**config.mk**
```make
export PLATFORM = sky130hd
export DESIGN_NAME = bin_to_bcd_frame
export DESIGN_NICKNAME = d
export VERILOG_FILES = /design/src/rtl/bin_to_bcd_frame.sv
export SDC_FILE = /design/constraint.sdc
export NUM_CORES = 1
export LEC_CHECK = 0
export ABC_AREA = 1
export CAP_MARGIN = 20
export CELL_PAD_IN_SITES_DETAIL_PLACEMENT = 0
export CELL_PAD_IN_SITES_GLOBAL_PLACEMENT = 1
export CORE_UTILIZATION = 40
export CTS_CLUSTER_DIAMETER = 200
export DETAILED_ROUTE_END_ITERATION = 10
export GPL_TIMING_DRIVEN = 0
export PLACE_DENSITY = 0.9
export SLEW_MARGIN = 20
export SYNTH_ARGS = -nofsm -noshare
export SYNTH_HDL_FRONTEND = slang
export SYNTH_SLANG_ARGS = --single-unit
```
**constraint.sdc**
```tcl
create_clock -name clk -period 1.4 [get_ports clk]
set_input_delay 0.21 -clock clk [delete_from_list [all_inputs] [get_ports clk]]
set_output_delay 0.21 -clock clk [all_outputs]
set_load 0.01 [all_outputs]
```
**src/rtl/bin_to_bcd_frame.sv**
```systemverilog
// Sequential double-dabble converter: 14-bit binary to four packed BCD digits for the
// on-screen number renderer. One iteration per clock, result published on completion only.
module bin_to_bcd_frame #(
    parameter int IN_WIDTH = 14,
    parameter int DIGITS   = 4,
    parameter int MAX_VAL  = 9999
) (
    input  logic                  clk,
    input  logic                  reset_n,
    input  logic [IN_WIDTH-1:0]   value_in,
    input  logic                  load,
    output logic [4*DIGITS-1:0]   bcd_out,
    output logic                  busy,
    output logic                  done,
    output logic                  overflow
);

    localparam int ACC_W = 4 * DIGITS;
    localparam int CNT_W = $clog2(IN_WIDTH + 1);
    localparam logic [IN_WIDTH-1:0] SAT_VAL  = IN_WIDTH'(MAX_VAL);
    localparam logic [CNT_W-1:0]    LAST_CNT = CNT_W'(IN_WIDTH - 1);

    typedef enum logic {
        IDLE  = 1'b0,
        SHIFT = 1'b1
    } state_t;

    state_t                r_state;
    logic [IN_WIDTH-1:0]   r_bin;
    logic [ACC_W-1:0]      r_acc;
    logic [CNT_W-1:0]      r_cnt;
    logic [ACC_W-1:0]      r_bcd;
    logic                  r_busy;
    logic                  r_done;
    logic                  r_ovf;

    logic [ACC_W-1:0]      w_adj;
    logic [ACC_W-1:0]      w_acc_next;

    // Per-nibble +3 when the digit is 5 or more; no carry can leave a nibble.
    function automatic logic [ACC_W-1:0] dabble_adjust(input logic [ACC_W-1:0] acc);
        logic [ACC_W-1:0] res;
        logic [3:0]       nib;
        res = acc;
        for (int i = 0; i < DIGITS; i++) begin
            nib = acc[4*i +: 4];
            if (nib >= 4'd5) begin
                res[4*i +: 4] = nib + 4'd3;
            end
        end
        return res;
    endfunction

    assign w_adj      = dabble_adjust(r_acc);
    assign w_acc_next = {w_adj[ACC_W-2:0], r_bin[IN_WIDTH-1]};

    always_ff @(posedge clk or negedge reset_n) begin
        if (!reset_n) begin
            r_state <= IDLE;
            r_bin   <= '0;
            r_acc   <= '0;
            r_cnt   <= '0;
            r_bcd   <= '0;
            r_busy  <= 1'b0;
            r_done  <= 1'b0;
            r_ovf   <= 1'b0;
        end else begin
            r_done <= 1'b0;
            case (r_state)
                IDLE: begin
                    if (load) begin
                        // Saturate out-of-range input so the accumulator can never overflow.
                        if (value_in > SAT_VAL) begin
                            r_bin <= SAT_VAL;
                            r_ovf <= 1'b1;
                        end else begin
                            r_bin <= value_in;
                            r_ovf <= 1'b0;
                        end
                        r_acc   <= '0;
                        r_cnt   <= '0;
                        r_busy  <= 1'b1;
                        r_state <= SHIFT;
                    end
                end
                SHIFT: begin
                    r_acc <= w_acc_next;
                    r_bin <= {r_bin[IN_WIDTH-2:0], 1'b0};
                    r_cnt <= r_cnt + 1'b1;
                    if (r_cnt == LAST_CNT) begin
                        r_bcd   <= w_acc_next;
                        r_done  <= 1'b1;
                        r_busy  <= 1'b0;
                        r_state <= IDLE;
                    end
                end
                default: r_state <= IDLE;
            endcase
        end
    end

    assign bcd_out  = r_bcd;
    assign busy     = r_busy;
    assign done     = r_done;
    assign overflow = r_ovf;

endmodule

```
==> impl_metrics.yaml <==
logic_synthesis:
  synth_top_cells_by_area: "sky130_fd_sc_hd__dfrtp_1, sky130_fd_sc_hd__nand2_1, sky130_fd_sc_hd__nand3_1"
  synth_top_area_cell: "sky130_fd_sc_hd__dfrtp_1"
  fraction_of_the_yosys_area_taken_by_sequential_cells_pct: 51.6
  syn_nets: 339
  synthesis.instances: 312
  synth.top_cell.area_share_pct: 51.6
  synthesis.area_um2: 2620
  yosysWarningCount: 0
  syn_avg_cell_area_um2: 8.40
  yosys_register_bits: 54
  synth.distinct_cells: 20
pwr:
  power_per_cell_area_nw_per_um2: 2100
  leakagePower_uw: 0.00173
  share_seq_of_total_power_pct: 40.2
  power.net_switching_uw: 2780
  max-vdd-ir-drop_v: 0.000919
  share_comb_of_total_power_pct: 46.4
  cellInternalPower_uw: 3940
  clockPowerShare_pct: 13.4
  switching_share_pct: 41.4
  total_power_uw: 6720
clock_network:
  numCtsBuffers: 5
  clock_latency_ps: 310
  cts_max_path_buffers: 2
  tritoncts_clock_tree: "built"
  clock_tree.htree_level_count: 2
  worst_setup_hold_path_clk_slew_ps: 100
  clockRootBuffer: "sky130_fd_sc_hd__clkbuf_8"
  clock-sinks: 54
sta:
  setup_viol: 0
  max-slew-margin-rel_pct: 54.9
  worst_pin_slew_ps: 676
  clock_skew_ps: 7.03
  post-route-period-util_pct: 95.3
  timing_max_transition_violations_final: 0
  fin_worst_hold_slack_ps: 466
  time_the_worst_path_needs_with_i_o_delays_and_setup_ps: 1330
  finalHoldViolCount: 0
  clock.fmax_mhz: 750
setup_path:
  worst-endpoint-arrival_ps: 1590
  path_max_fanout: 10
  worst-endpoint-required_ps: 1660
  timing.rr.start: "r_cnt[1]"
  path_class: "flop to flop"
  ff2ff_path_depth: 7
  cp-start-kind: "flop"
  worst_setup_path_startpoint: "r_cnt[1]"
  worst_r2r_endpoint: "bcd_out[13]"
  worst_setup_path_end_kind: "flop"
  endpoint: "bcd_out[13]"
  regToRegSetupSlack_ps: 70
job:
  drv.max_cap_violation_count: 0
layout:
  final_cell_mix: "sky130_fd_sc_hd__nand2_1, sky130_fd_sc_hd__dfrtp_1, sky130_fd_sc_hd__nand3_1"
  syn_to_final_growth_pct: 22.3
  final_common_cell: "sky130_fd_sc_hd__nand2_1"
  final_nets: 387
  final_layout_size_suffix_gt1_share_pct: 9.42
  num_antenna_cells: 0
global_routing:
  grt_use_total_pct: 16.4
  number_of_antenna_violations_at_the_first_check_in_global_routing: 0
  grt_pass1_wl_um: 9110
  grt_max_degree: 55
  grt_remaining_overflow: 0
  grt_pass1_vias: 2023
route:
  drc: 0
  drt_first_iter_violations: 93
  final_antenna_net_count: 0
  drt-wirelength-per-cell_um: 12.3
  firstDrtPassIters: 4
  viasPerCell: 4.97
  total_number_of_vias: 2179
  routed_wl_um: 5400
floorplanning:
  die_outline_height_um: 82.9
  die_width_um: 82.9
  top_level_ports: 36
  floorplan.die_area_um2: 6880
  fp.coreArea_um2: 6350
  num_rows: 29
  floorplan.initialDensity_pct: 41.3
placement:
  numPortBuffers: 35
  routability_driven_placement_congestion_ratio: 0.800
  hpwlAfterDp_um: 3830
status:
  result_of_the_run: "finished, final reports clean"
worst_hold_path:
  hold_path_class: "input pin to flop"
==> repair_timing <==
action,4_1_cts,5_1_grt
hold buffers,1,0
endpoints found under the setup margin,18,28
gates resized for setup,18,11
hold endpoints to repair,54,0
pin swaps,0,1
buffers inserted,0,5
==> final cells by class <==
cell class	instances	area (um^2)
buffer	9	66.3
multi-input combinational	219	1110
clock buffer	7	86.3
fill	653	3140
tap	77	96.3
sequential	54	1350
inverter	30	113
timing repair buffer	41	375
clock inverter	1	5.00
==> logic make-up (layout without fill, tap and decap cells) <==
logic type / Yosys count / after routing / share of synthesized area [%]
AO/OA/AOI/OAI: 33 / 33 / 7.55
adder cells (fa/ha/maj): 10 / 10 / 4.78
buffers and inverters: 39 / 88 / 6.64
flip-flops: 54 / 54 / 51.6
XOR/XNOR: 1 / 1 / 0.334
AND/OR/NAND/NOR: 175 / 175 / 29.1
==> Yosys cell counts <==
library cell,count
sky130_fd_sc_hd__nand2_1,111
sky130_fd_sc_hd__dfrtp_1,54
sky130_fd_sc_hd__nand3_1,38
sky130_fd_sc_hd__inv_1,26
sky130_fd_sc_hd__nor2_1,14
sky130_fd_sc_hd__o21ai_0,12
sky130_fd_sc_hd__a22oi_1,10
sky130_fd_sc_hd__ha_1,10
sky130_fd_sc_hd__nand4_1,8
sky130_fd_sc_hd__o22ai_1,6
sky130_fd_sc_hd__buf_2,4
sky130_fd_sc_hd__buf_4,4
sky130_fd_sc_hd__inv_2,4
sky130_fd_sc_hd__a21oi_1,3
sky130_fd_sc_hd__nor2_4,2
sky130_fd_sc_hd__o21ai_1,2
sky130_fd_sc_hd__buf_6,1
sky130_fd_sc_hd__nand2_4,1
sky130_fd_sc_hd__nor2_8,1
sky130_fd_sc_hd__xnor2_1,1
==> per-stage QoR <==
step                      worst slack (ps)  instances  cell area [um^2]  util, %  TNS, ps
final                                 66.0        438              3210     50.5        0
after global routing                 -17.6        438              3210     50.5    -29.2
after floorplan                        237        312              2620        -        0
after CTS                             15.0        433              3140     49.5        0
after detailed placement             -47.3        424              3060     48.3     -468
after global placement               -1450        424              3070     48.3   -78590
==> registers in the layout, summed over array words and instances, names as in the netlist <==
signal    count
r_acc        16
overflow      1
r_bin        14
bcd_out      16
busy          1
done          1
r_state       1
r_cnt         4
==> per-layer routing <==
metal | track usage [%] | wire length, um | share of wire [%]
met4 | 5.64 | 87 | 1.6
met2 | 26.5 | 2560 | 47
met5 | 0 | 0 | 0
met3 | 3.68 | 185 | 3.4
met1 | 21.9 | 2570 | 48
==> how the worst min path moves through the flow <==
stage / slack [ps] / from / end / cells past startpoint
CTS: 460 / value_in[2] / r_bin[2] / 3
floorplan: -90 / reset_n / bcd_out[0] / 0
finish: 470 / value_in[1] / r_bin[1] / 3
global route: 480 / value_in[2] / r_bin[2] / 3
detailed placement: 300 / reset_n / bcd_out[6] / 1
global placement: 460 / bcd_out[10] / bcd_out[10] / 2
==> worst max-delay path: stages (launching register included) <==
cell and delay [ps]:
sky130_fd_sc_hd__dfrtp_1 410, sky130_fd_sc_hd__inv_1 80, sky130_fd_sc_hd__ha_1 140, sky130_fd_sc_hd__nand4_1 190
sky130_fd_sc_hd__inv_2 140, sky130_fd_sc_hd__buf_6 160, sky130_fd_sc_hd__nand3_1 100, sky130_fd_sc_hd__nand2_1 60
==> power groups by stage <==
stage	sequential, uW	clock, uW	combinational, uW
2_1_floorplan	2770	0	2040
3_3_place_gp	2720	0	3070
3_5_place_dp	2740	0	3190
4_1_cts	2700	934	3040
5_1_grt	2790	980	3570
6_report	2700	903	3120
Note: power is estimated with default switching activity, not from simulation.
